`src/rtl/seg_scan_driver.sv`:
```
// seg_scan_driver: six-digit multiplexed 7-segment display driver.
// A serial shift-add-3 converter turns the binary input into BCD and commits
// digits, sign and decimal points to the display registers in one step.
// The scan side then walks the six digit slots and drives the active-low
// select and segment lines.
module seg_scan_driver #(
  parameter int SCAN_DIV = 50_000
) (
  input  logic        clk,
  input  logic        rst,
  input  logic [19:0] data,
  input  logic [5:0]  point,
  input  logic        en,
  input  logic        sign,
  output logic [5:0]  seg_sel,
  output logic [7:0]  seg_led
);

  localparam int          PW      = (SCAN_DIV > 1) ? $clog2(SCAN_DIV) : 1;
  localparam logic [19:0] MAX_VAL = 20'd999_999;

  typedef enum logic [1:0] {
    IDLE = 2'd0,
    CONV = 2'd1,
    DONE = 2'd2
  } conv_state_t;

  conv_state_t state;

  // Snapshot of the raw inputs behind the current display contents.
  // It holds the unclamped value, so an over-range input is converted only once.
  logic [19:0] snap_data;
  logic        snap_sign;
  logic [5:0]  snap_point;

  // Inputs captured when a conversion starts.
  logic [19:0] cap_data;
  logic        cap_sign;
  logic [5:0]  cap_point;

  // Conversion datapath.
  logic [19:0] bin_sr;
  logic [23:0] bcd_sr;
  logic [23:0] bcd_adj;
  logic [43:0] conv_next;
  logic [4:0]  bit_cnt;

  // Committed display registers.
  logic [23:0] disp_bcd;
  logic        disp_sign;
  logic [5:0]  disp_point;

  // Scan datapath.
  logic [PW-1:0] presc;
  logic [2:0]    idx;
  logic [2:0]    idx_next;
  logic          wrap;
  logic [5:0]    blank;
  logic [5:0]    minus;
  logic [3:0]    cur_digit;
  logic [6:0]    glyph;
  logic [7:0]    led_next;

  // Add 3 to every BCD nibble of 5 or more, then shift the BCD/binary pair left.
  always_comb begin
    bcd_adj = bcd_sr;
    for (int k = 0; k < 6; k++) begin
      if (bcd_sr[4*k +: 4] >= 4'd5) bcd_adj[4*k +: 4] = bcd_sr[4*k +: 4] + 4'd3;
    end
    conv_next = {bcd_adj, bin_sr} << 1;
  end

  // Converter FSM: detect an input change, convert one bit per cycle, commit atomically.
  always_ff @(posedge clk) begin
    if (rst) begin
      state      <= IDLE;
      snap_data  <= '0;
      snap_sign  <= 1'b0;
      snap_point <= '0;
      cap_data   <= '0;
      cap_sign   <= 1'b0;
      cap_point  <= '0;
      bin_sr     <= '0;
      bcd_sr     <= '0;
      bit_cnt    <= '0;
      disp_bcd   <= '0;
      disp_sign  <= 1'b0;
      disp_point <= '0;
    end else begin
      case (state)
        IDLE: begin
          if ({data, sign, point} != {snap_data, snap_sign, snap_point}) begin
            cap_data  <= data;
            cap_sign  <= sign;
            cap_point <= point;
            bin_sr    <= (data > MAX_VAL) ? MAX_VAL : data;
            bcd_sr    <= '0;
            bit_cnt   <= '0;
            state     <= CONV;
          end
        end
        CONV: begin
          bcd_sr  <= conv_next[43:20];
          bin_sr  <= conv_next[19:0];
          bit_cnt <= bit_cnt + 5'd1;
          if (bit_cnt == 5'd19) state <= DONE;
        end
        DONE: begin
          disp_bcd   <= bcd_sr;
          disp_sign  <= cap_sign;
          disp_point <= cap_point;
          snap_data  <= cap_data;
          snap_sign  <= cap_sign;
          snap_point <= cap_point;
          state      <= IDLE;
        end
        default: state <= IDLE;
      endcase
    end
  end

  // Digit index that takes effect at the next edge.
  always_comb begin
    wrap     = (presc == PW'(SCAN_DIV - 1));
    idx_next = idx;
    if (wrap) idx_next = (idx == 3'd5) ? 3'd0 : idx + 3'd1;
  end

  // Leading-zero blanking from the top down; a set decimal point keeps its digit lit.
  // The minus sign takes the lowest blanked slot, so it disappears when nothing is blank.
  always_comb begin
    blank    = '0;
    blank[5] = (disp_bcd[23:20] == 4'd0) && !disp_point[5];
    for (int i = 4; i >= 1; i--) begin
      blank[i] = blank[i+1] && (disp_bcd[4*i +: 4] == 4'd0) && !disp_point[i];
    end
    minus = '0;
    for (int i = 1; i < 6; i++) begin
      minus[i] = disp_sign && blank[i] && !blank[i-1];
    end
  end

  // Segment pattern for the digit selected at the next edge.
  always_comb begin
    cur_digit = disp_bcd[{idx_next, 2'b00} +: 4];
    case (cur_digit)
      4'd0:    glyph = 7'h40;
      4'd1:    glyph = 7'h79;
      4'd2:    glyph = 7'h24;
      4'd3:    glyph = 7'h30;
      4'd4:    glyph = 7'h19;
      4'd5:    glyph = 7'h12;
      4'd6:    glyph = 7'h02;
      4'd7:    glyph = 7'h78;
      4'd8:    glyph = 7'h00;
      4'd9:    glyph = 7'h10;
      default: glyph = 7'h7F;
    endcase
    if (blank[idx_next]) glyph = minus[idx_next] ? 7'h3F : 7'h7F;
    led_next = {~(disp_point[idx_next] & ~blank[idx_next]), glyph};
  end

  // Scan prescaler, digit index and registered select/segment outputs.
  always_ff @(posedge clk) begin
    if (rst) begin
      presc   <= '0;
      idx     <= '0;
      seg_sel <= 6'h3F;
      seg_led <= 8'hFF;
    end else begin
      presc   <= wrap ? '0 : presc + PW'(1);
      idx     <= idx_next;
      seg_sel <= en ? ~(6'b000001 << idx_next) : 6'h3F;
      seg_led <= en ? led_next : 8'hFF;
    end
  end

endmodule

```
`config.mk`:
```
export PLATFORM = sky130hd
export DESIGN_NAME = seg_scan_driver
export DESIGN_NICKNAME = d
export VERILOG_FILES = /design/src/rtl/seg_scan_driver.sv
export SDC_FILE = /design/constraint.sdc
export NUM_CORES = 1
export LEC_CHECK = 0
export BUFFER_PORTS_ARGS = -buffer_cell sky130_fd_sc_hd__buf_2
export CAP_MARGIN = 20
export CORE_MARGIN = 3
export CORE_UTILIZATION = 53
export CTS_CLUSTER_DIAMETER = 80
export CTS_CLUSTER_SIZE = 40
export DETAILED_ROUTE_END_ITERATION = 12
export PLACE_DENSITY_LB_ADDON = 0.08
export SETUP_SLACK_MARGIN = 0.2
export SYNTH_ARGS = -nofsm -noshare
export SYNTH_HDL_FRONTEND = slang
export SYNTH_SLANG_ARGS = --single-unit
export TNS_END_PERCENT = 30
```
`constraint.sdc`:
```
create_clock -name clk -period 5.36 [get_ports clk]
set_input_delay 0.804 -clock clk [delete_from_list [all_inputs] [get_ports clk]]
set_output_delay 0.804 -clock clk [all_outputs]
set_load 0.02 [all_outputs]
```
* Yosys cells after proc, flatten, opt, wreduce, memory -nomap -nowiden
Memory sizes are Yosys's and may differ from the RTL's.
Index checks and enable logic that the tools add are counted.
** Storage, ports and cells
- Register bits :: 162
- ROM bits :: 112
- Logic and storage cells :: 113
- Memories :: 1
** Operators by class
- Add/sub/neg operators :: 9
- Magnitude comparators :: 8
- Equality and inequality tests :: 8
- Shift-type cells :: 2
- Mux-type cells :: 26
- Bitwise operators :: 5
- Reduce and logical (&&, ||, !) cells :: 39
** Memories
- (name not given) :: words 16, bits a word 7, read ports 1, clocked after Yosys merged registers in 0, write ports 0, RTL line 146 : case (cur_digit)
** Operator list (count)
- 24-bit case mux with 2 select lines :: 1
- 20-bit two-way mux :: 2
- 20-bit case mux with 2 select lines :: 1
- 27-bit != test :: 1
- 4-bit by 3-bit >= comparator with 1-bit output (second input constant) :: 6
- 24-bit two-way mux :: 1
- 24-bit by 6-bit variable part select with 4-bit output :: 1
- 4-bit by 2-bit adder with 4-bit output (second input constant) :: 5
- 20-bit greater-than comparator (second input constant) :: 1
- 4-bit logical NOT :: 5
- 4-bit two-way mux :: 5
- 1-bit logical AND :: 18
- 16-bit by 1-bit adder with 16-bit output (second input constant) :: 1
- 16-bit equality test (second input constant) :: 1
- 7-bit two-way mux :: 2
- 5-bit case mux with 2 select lines :: 1
- 1-bit binary-select mux with 3-bit select :: 3
- 1-bit logical NOT :: 9
- 3-bit two-way mux :: 3
- 6-bit inverter :: 1
- 2-bit AND reduction :: 3
- 1-bit by 3-bit << shifter with 6-bit output (first input constant) :: 1
- 5-bit by 1-bit adder with 5-bit output (second input constant) :: 1
- 5-bit equality test (second input constant) :: 1
- 16 further kinds :: 23

* Longest topological paths before layout
Gate-level depths: netlist of run 1.
- Word-level depth :: 16
- Gate-level depth with buffers :: 14

* Least setup slack after synthesis of run 1
OpenSTA, ideal clock, no wires.
- Kind :: register to register
- Start point :: register presc[0]
- End point :: register seg_led[0]
- Library setup time :: 0.137 ns
- Arrival time :: 2.644 ns
- Setup slack :: 2.578 ns
- Cell stages (with the launch flop) :: 13
- Buffers on the path :: 1
- Path through :: dfxtp_1 > ha_1 > and4_1 > and4_1 > buf_2 > a2111oi_0 > nor4b_2 > o221ai_2 > inv_1 > ha_1 > mux2i_1 > nor2b_4 > o21ai_1
** On the way
- Cells in the longest elaborated chain, start to end :: 5
- Elaborated cells between the ends (all ways) :: 7
- Classes of those cells :: eq/ne: 1; shift: 1; mux: 4; memory: 1
** Ends and longest elaborated chain
- from (decl) :: RTL line 54 : logic [PW-1:0] presc;
- from (signal assigned) :: RTL line 171 : presc <= wrap ? '0 : presc + PW'(1);
- 16-bit equality test (*) :: RTL line 124 : wrap = (presc == PW'(SCAN_DIV - 1));
- 3-bit two-way mux (*) :: RTL line 126 : if (wrap) idx_next = (idx == 3'd5) ? 3'd0 : idx + 3'd1;
- 24-bit by 6-bit variable part select with 4-bit output / 1-bit binary-select mux with 3-bit select (equally long branches) :: RTL line 145, 159
- memory 16 x 7 bit / 1-bit two-way mux (equally long branches)
- 7-bit two-way mux (*) :: RTL line 159 : if (blank[idx_next]) glyph = minus[idx_next] ? 7'h3F : 7'h7F;
- to (signal assigned) :: RTL line 174 : seg_led <= en ? led_next : 8'hFF;
- to (decl) :: RTL line 16 : output logic [7:0] seg_led
Mark *: on every way between the ends. The rest lies on a longest branch, timed or not. The select of a mux whose other input is x is not followed.
A chain may end at the register's enable or synchronous reset.

* Final worst setup path of run 1
- Start point :: register idx[0]
- End point :: register seg_led[0]
** On the way
- Cells in the longest elaborated chain, start to end :: 6
- Elaborated cells between the ends (all ways) :: 9
- Classes of those cells :: add/sub: 1; eq/ne: 1; shift: 1; mux: 5; memory: 1
** Ends and longest elaborated chain
- from (decl) :: RTL line 55 : logic [2:0] idx;
- from (signal assigned) :: RTL line 172 : idx <= idx_next;
- 3-bit by 1-bit adder with 3-bit output / 3-bit equality test (equally long branches) :: RTL line 126
- 3-bit two-way mux :: RTL line 126
- 3-bit two-way mux (*) :: RTL line 126
- 24-bit by 6-bit variable part select with 4-bit output / 1-bit binary-select mux with 3-bit select (equally long branches) :: RTL line 145, 159
- memory 16 x 7 bit / 1-bit two-way mux (equally long branches)
- 7-bit two-way mux (*) :: RTL line 159
Marks and branches as above.

==> impl_results.md, run 1 <==
* CTS clk-pin slew, worst paths at 60 ps
* Crit path to: seg_led[0]$_SDFF_PP1_
* Largest family of logic cells by synthesized area: simple AND/OR/NAND/NOR gates
* Via density at roughly 5.7
* Highest clock rate at 272.1 MHz
* Slew headroom at 0.3867
* CP startpoint kind: flop
* Mux contribution to synthesized area at 0.04459
* Setup tns final at 0 ps
* Post-Syn Nets at 991
* Post-Synthesis Cells at 942
* Critical Path RT at 5640 ps
* CTS H-tree depth at 4
* Setup bufs post-CTS at 0
* Row count at 43
* Routed len/inst at 16.54 µm
* TritonCTS clock tree: done
* Final hold vios at 0
* Post-synthesis adder-cell area fraction at 0.03126
* Max IR drop VDD at around 0.24 mV
* RSZ-0062 raised after global routing: no
* Antenna violations before repair at 0
* Fin. max-slew vios at 0
* Fin util at 0.6126
* Final hold slack at 437.0 ps
* Mapped Avg Cell Area at 8.073 µm²
* ANT cells at 0
* Grt ovf at 0
* Initial Util at 0.5457
* Drt pass-1 iters at 5
* CP Depth at 11
* R2R Path Start: idx[0]$_SDFF_PP0_
* Buffers on Ports at 43
* Delay-heaviest family, CP: multiplexers
* Crit path buffers/inverters at 1
* #FFs+latches synth at between 150 and 200
* Largest net degree at the start of global routing at 83
* Final wirelength at 19.04 mm
* Die area at 15820 µm²
* Synth top area share at 0.4265
* Final Critical Period at about 3700 ps
* PnR Total Power at 2.612 mW
* Root Buffer: clkbuf_16
* Register area share after synthesis at 0.4265
* RePlAce Congestion at 0.8476
* DP HPWL at 13.01 mm
* Dominant cell type by area after synthesis: dfxtp_1
* GRT Util Overall at 0.2436
* Hold crit path type: reg -> reg
* Worst Path Arrival at 3950 ps
* EDFF count, synth at 0
* Maximum fanout along the worst path at 19
* Floorplan Core Area at approximately 14000 µm²
* Clk_lat worst skew at 420 ps
* Drt drc at 0
* Die X at 125.8 µm
* Synth top area cells: dfxtp_1 43%, nand2_1 7.8%, a21oi_1 7.1%
* Primary FF master, synth: dfxtp_1
* CTS resizes at 0
* Post-synthesis xor/xnor area fraction at 0.06565
* Cell variety after synth at 68
* Max stage delay cell, worst path: dfxtp_1
* Die height at 125.8 µm
* Max_cap viols at 0
* DR vias at 6607
* R2R depth at 11
* CP max stage delay at 750 ps
* Mapped Area at 7605 µm²
* Syn-to-layout area delta at 12.24%
* Fin nets at approximately 1000
* Vias in the first global route at between 6000 and 7000
* Status: completed
* Critical path type: reg -> reg
* Clk_skew at 9.915 ps
* Worst R2R Setup Slack at roughly 1700 ps
* R2r endpoint: seg_led[0]$_SDFF_PP1_
* Tcrit/Tclk final at 0.6858
* Pwr Density at 306.1 nW/µm²
* Synth warnings at 0
* Routed Antenna Nets at 0
* Clk sinks at 162
* Tightest Pin Transition at 915.8 ps
* Async S/R FF share, synth at 0
* Leakage power at 3.199 nW
* First-pass GRT wire length at 31.57 mm
* Ordered cell list for the critical path: and4_1, and4_1, mux2i_2, mux2i_1, a21oi_1, a21oi_1, inv_1, ha_1, mux2i_1, nor2b_4, o21ai_1
* TritonCTS buffer count at 17
* Worst Setup SP: idx[0]$_SDFF_PP0_
* Top Ports at 44
* Finish-stage setup viols at 0
* Share of layout cells above drive strength 1 at 0.1040
* Max clock buf depth at 2
* Simple-gate area share of the yosys netlist at 0.2458
* Hold_buf cts at 0
* DRT iter0 DRCs at 568
* Compound-Gate Fraction of Synth Area at 0.1459
* Worst setup EP type: flop
-- worst register-to-register path, stage by stage (launching register included) --
cell     delay, ps
dfxtp_1        750
and4_1         300
and4_1         460
mux2i_2        570
mux2i_1        260
a21oi_1         90
a21oi_1        410
inv_1          120
ha_1           200
mux2i_1        120
nor2b_4        170
o21ai_1         80
-- synthesized netlist by cell type (3+ instances only) --
master / number
dfxtp_1: 162
nand2_1: 158
a21oi_1: 108
nor2_1: 108
clkbuf_1: 48
xor2_1: 40
nor3_1: 33
mux2i_1: 31
nand3_1: 31
o21ai_0: 26
inv_1: 25
ha_1: 19
xnor2_1: 17
nand2b_1: 13
nor4_1: 12
nand4_1: 9
a22oi_1: 8
nor2b_1: 8
o21ai_1: 6
a31oi_1: 5
or4_1: 5
a211oi_1: 4
a221oi_1: 3
a22o_1: 3
and3_1: 3
buf_1: 3
nor4b_1: 3
or3_1: 3
-- metal layers --
| metal | wire (µm) | track usage | up-vias |
|---|---|---|---|
| met5 | 0 | 0 | - |
| met4 | 230 | 0.05868 | 0 |
| met3 | 935 | 0.05386 | 22 |
| met2 | 8975 | 0.3930 | 159 |
| met1 | 8901 | 0.3356 | 3164 |
| li1 | - | - | 3262 |
-- cells in the final DEF, fill, tap and decap left out, types with 7 or more instances in the layout --
master and instances:
nor4_1 12, dfxtp_1 162, nor2_1 108, nand4_1 9, nand3_1 31, xor2_1 40, xnor2_1 17, o21ai_0 26
ha_1 19, a21oi_1 108, mux2i_1 31, nand2_1 158, a22oi_1 8, buf_4 7, clkbuf_16 17, nor3_1 33
buf_2 42, inv_1 25, nand2b_1 12
-- how the worst min path moves through the flow --
stage | from | end | slack, ps | cells past startpoint
6_report | presc[0]$_SDFF_PP0_ | presc[0]$_SDFF_PP0_ | 440 | 1
2_1_floorplan | presc[0]$_SDFF_PP0_ | presc[0]$_SDFF_PP0_ | 410 | 1
3_5_place_dp | presc[0]$_SDFF_PP0_ | presc[0]$_SDFF_PP0_ | 440 | 1
3_3_place_gp | presc[0]$_SDFF_PP0_ | presc[0]$_SDFF_PP0_ | 430 | 1
5_1_grt | presc[0]$_SDFF_PP0_ | presc[0]$_SDFF_PP0_ | 470 | 1
4_1_cts | presc[0]$_SDFF_PP0_ | presc[0]$_SDFF_PP0_ | 450 | 1
-- cells by family after synthesis --
logic type,Yosys count
buf+inv,79
xor+xnor,57
flops,162
mux,33
simple gates,405
fa+ha+maj,19
compound gates,187
-- sequential cells by signal, summed over array words and instances, names as in the netlist --
signal	count
bcd_sr	24
state	2
disp_sign	1
seg_led	8
disp_point	6
cap_sign	1
seg_sel	6
bit_cnt	5
cap_point	6
idx	3
bin_sr	20
presc	16
cap_data	20
snap_data	20
disp_bcd	24
-- final cells by class --
class                      instances  area, µm²
fill                            1248       5399
multi-input combinational        701       4079
sequential                       162       3243
clock buffer                      20      446.7
timing repair buffer              51      317.8
tap                              180      225.2
clock inverter                    12      130.1
inverter                          25      93.84
-- per-stage QoR --
stage,area (µm²),std cells,worst slack (ps)
detailed placement,7931,1118,1770
CTS,8508,1150,1726
floorplan,7605,942,2578
global placement,7904,1117,1889
global route,8536,1151,1432
finish,8536,1151,1684
-- where the power goes --
part	switching, mW	internal (mW)
registers	0.0182	1.24
clock network	0.490	0.700
logic	0.109	0.0573
No activity file was read; power rests on OpenSTA's default activity.
==> run 2, diff against run 1 <==
- clock period: 5.36 -> 3.7 ns (I/O delays scaled with it)
==> impl_results.md, run 2 (synthesis gave the netlist of run 1 again) <==
* Commonest non-fill, non-tap cell in the layout: dfxtp_1
* Comb power frac at 0.065 (about the same)
* Setup tns final at 0 ps (unchanged)
* ANT cells at 0 (unchanged)
* DP HPWL at 13.35 mm (+2.7%)
* Grt ovf at 0 (unchanged)
* Tcrit/Tclk final at 0.8770 (+0.1912)
* Largest net degree at the start of global routing at 73 (-12%)
* R2R Path Start: presc[13]$_SDFF_PP0_
* First-pass GRT wire length at 31.24 mm (-1.0%)
* TritonCTS buffer count at 17 (unchanged)
* CTS H-tree depth at 4 (unchanged)
* Worst setup EP type: flop
* Tightest Pin Transition at 902.8 ps (-13.02 ps)
* Row count at 43 (unchanged)
* Critical Path RT at 3990 ps (-1650 ps)
* Leakage power at 3.229 nW (+0.94%)
* Highest clock rate at 308.2 MHz (+13%)
* Critical path type: reg -> reg
* Die area at 15820 µm² (unchanged)
* DR vias at 6685 (+1.2%)
* Finish-stage setup viols at 0 (unchanged)
* Share of layout cells above drive strength 1 at 0.1085 (+0.004479)
* Syn-to-layout area delta at 12.65%
* Worst Path Arrival at 3530 ps (-420 ps)
* Top Ports at 44 (unchanged)
* Routed len/inst at 16.45 µm (-0.54%)
* Fin. max-slew vios at 0 (unchanged)
* Slew headroom at 0.3954 (+0.008717)
* Via density at 5.778 (+0.66%)
* Worst R2R Setup Slack at 460 ps (-1230 ps)
* RSZ-0062 raised after global routing: no
* Pwr Density at 442.8 nW/µm² (+45%)
* CTS clk-pin slew, worst paths at 60 ps (about the same)
* Clk pwr share at 0.456 (about the same)
* Crit path to: seg_led[0]$_SDFF_PP1_
* Vias in the first global route at 6222 (-2.0%)
* Dpl ws at 484.3 ps (-1285 ps)
* R2R depth at 11 (unchanged)
* Root Buffer: clkbuf_16
* Largest registers: bcd_sr x24, disp_bcd x24
* Clk_skew at 11.03 ps (+1.114 ps)
* Final hold vios at 0 (unchanged)
* Max_cap viols at 0 (unchanged)
* Fin nets at 1014 (+0.70%)
* P_sw at 0.8842 mW (+43%)
* Antenna violations before repair at 0 (unchanged)
* Die X at 125.8 µm (unchanged)
* R2r endpoint: seg_led[0]$_SDFF_PP1_
* Seq pwr share at 0.480 (about the same)
* Max clock buf depth at 2 (unchanged)
* Floorplan Core Area at 13930 µm² (unchanged)
* Drt drc at 0 (unchanged)
* Hold crit path type: in -> reg
* Routed Antenna Nets at 0 (unchanged)
* CP startpoint kind: flop
* RePlAce Congestion at 0.8447 (-0.34%)
* Final wirelength at 19.04 mm (about the same)
* PnR worst setup slack at 455.2 ps (-1229 ps)
* TritonCTS clock tree: done
* Die height at 125.8 µm (unchanged)
* Max IR drop VDD at 0.3950 mV (+63%)
* Int Pwr at 2.909 mW (+46%)
* Maximum fanout along the worst path at 11 (-8)
* DRT iter0 DRCs at 464 (-18%)
* GRT Util Overall at 0.2425 (-0.001097)
* Commonest non-fill, non-tap cells in the layout: 162 x dfxtp_1, 158 x nand2_1, 108 x nor2_1, 108 x a21oi_1, 42 x buf_2
* Worst Setup SP: presc[13]$_SDFF_PP0_
* Initial Util at 0.5457 (unchanged)
* Final Critical Period at 3245 ps (-431.0 ps)
* Sw frac at 0.2331 (-0.003126)
* Clk_lat worst skew at 430 ps (about the same)
* Status: completed
* Buffers on Ports at 43 (unchanged)
* PnR Total Power at 3.793 mW (+45%)
* Clk sinks at 162 (unchanged)
* Drt pass-1 iters at 5 (unchanged)
* Hold_buf cts at 0 (unchanged)
-- run 2: changes by cell type in the layout (fill, tap and decap cells not counted), moves of 2 or more --
cell | previous run | this run
clkbuf_1 | 2 | 4
clkinvlp_4 | 2 | 0
buf_16 | 2 | 0
buf_4 | 7 | 14
buf_12 | 0 | 2
-- run 2: power by group through the flow --
stage	sequential, mW	combinational, mW	clock, mW
2_1_floorplan	1.86	0.159	0
3_3_place_gp	1.86	0.239	0
3_5_place_dp	1.86	0.245	0
4_1_cts	1.82	0.246	1.75
5_1_grt	1.83	0.273	1.83
6_report	1.82	0.245	1.73
-- run 2: critical path, stage by stage, from the launching register on --
cell and delay, ps:
dfxtp_1 350, nor4b_1 530, and4_2 500, mux2i_2 310, mux2i_1 240, a21oi_1 90
a21oi_1 380, inv_1 130, ha_1 200, mux2i_1 130, nor2b_4 170, o21ai_1 80
-- run 2: area by class of cell --
type                            count  area (µm²)
Multi-Input combinational cell    701        4080
Clock buffer                       23       467.9
Inverter                           25       93.84
Timing Repair Buffer               58       355.3
Fill cell                        1245        5368
Clock inverter                      8       101.3
Tap cell                          180       225.2
Sequential cell                   162        3243
-- run 2: stage by stage --
| stage | area [µm²] | utilization | instances | hold WS (ps) |
|---|---|---|---|---|
| 6_report | 8567 | 0.6148 | 1157 | 382.4 |
| 5_1_grt | 8567 | 0.6148 | 1157 | 396.2 |
| 4_1_cts | 8546 | 0.6133 | 1156 | 377.3 |
| 3_5_place_dp | 7976 | 0.5724 | 1125 | 443.4 |
| 3_3_place_gp | 7976 | 0.5724 | 1125 | 423.7 |
| 2_1_floorplan | 7605 | - | 942 | 413.2 |
-- run 2: timing repair --
item / in CTS / in global routing
setup endpoints to repair: 0 / 4
gates resized for setup: 0 / 1
setup buffers: 0 / 0
-- run 2: worst min path at each step --
stage	endpoint	startpoint	cells past startpoint	slack [ps]
floorplan	presc[0]$_SDFF_PP0_	presc[0]$_SDFF_PP0_	1	410
CTS	cap_point[5]$_SDFFE_PP0P_	point[5]	3	380
global route	cap_sign$_SDFFE_PP0P_	sign	3	400
finish	cap_point[5]$_SDFFE_PP0P_	point[5]	3	380
detailed placement	snap_data[9]$_SDFFE_PP0N_	cap_data[9]$_SDFFE_PP0P_	2	440
global placement	presc[0]$_SDFF_PP0_	presc[0]$_SDFF_PP0_	1	420
-- run 2: per-layer routing --
layer  GRT usage  up-vias  wire length (µm)
met5           0        -                 0
met4     0.06940        0               293
met3     0.05768       29               982
met2      0.3823      184              8872
met1      0.3345     3184              8889
li1            -     3288                 -
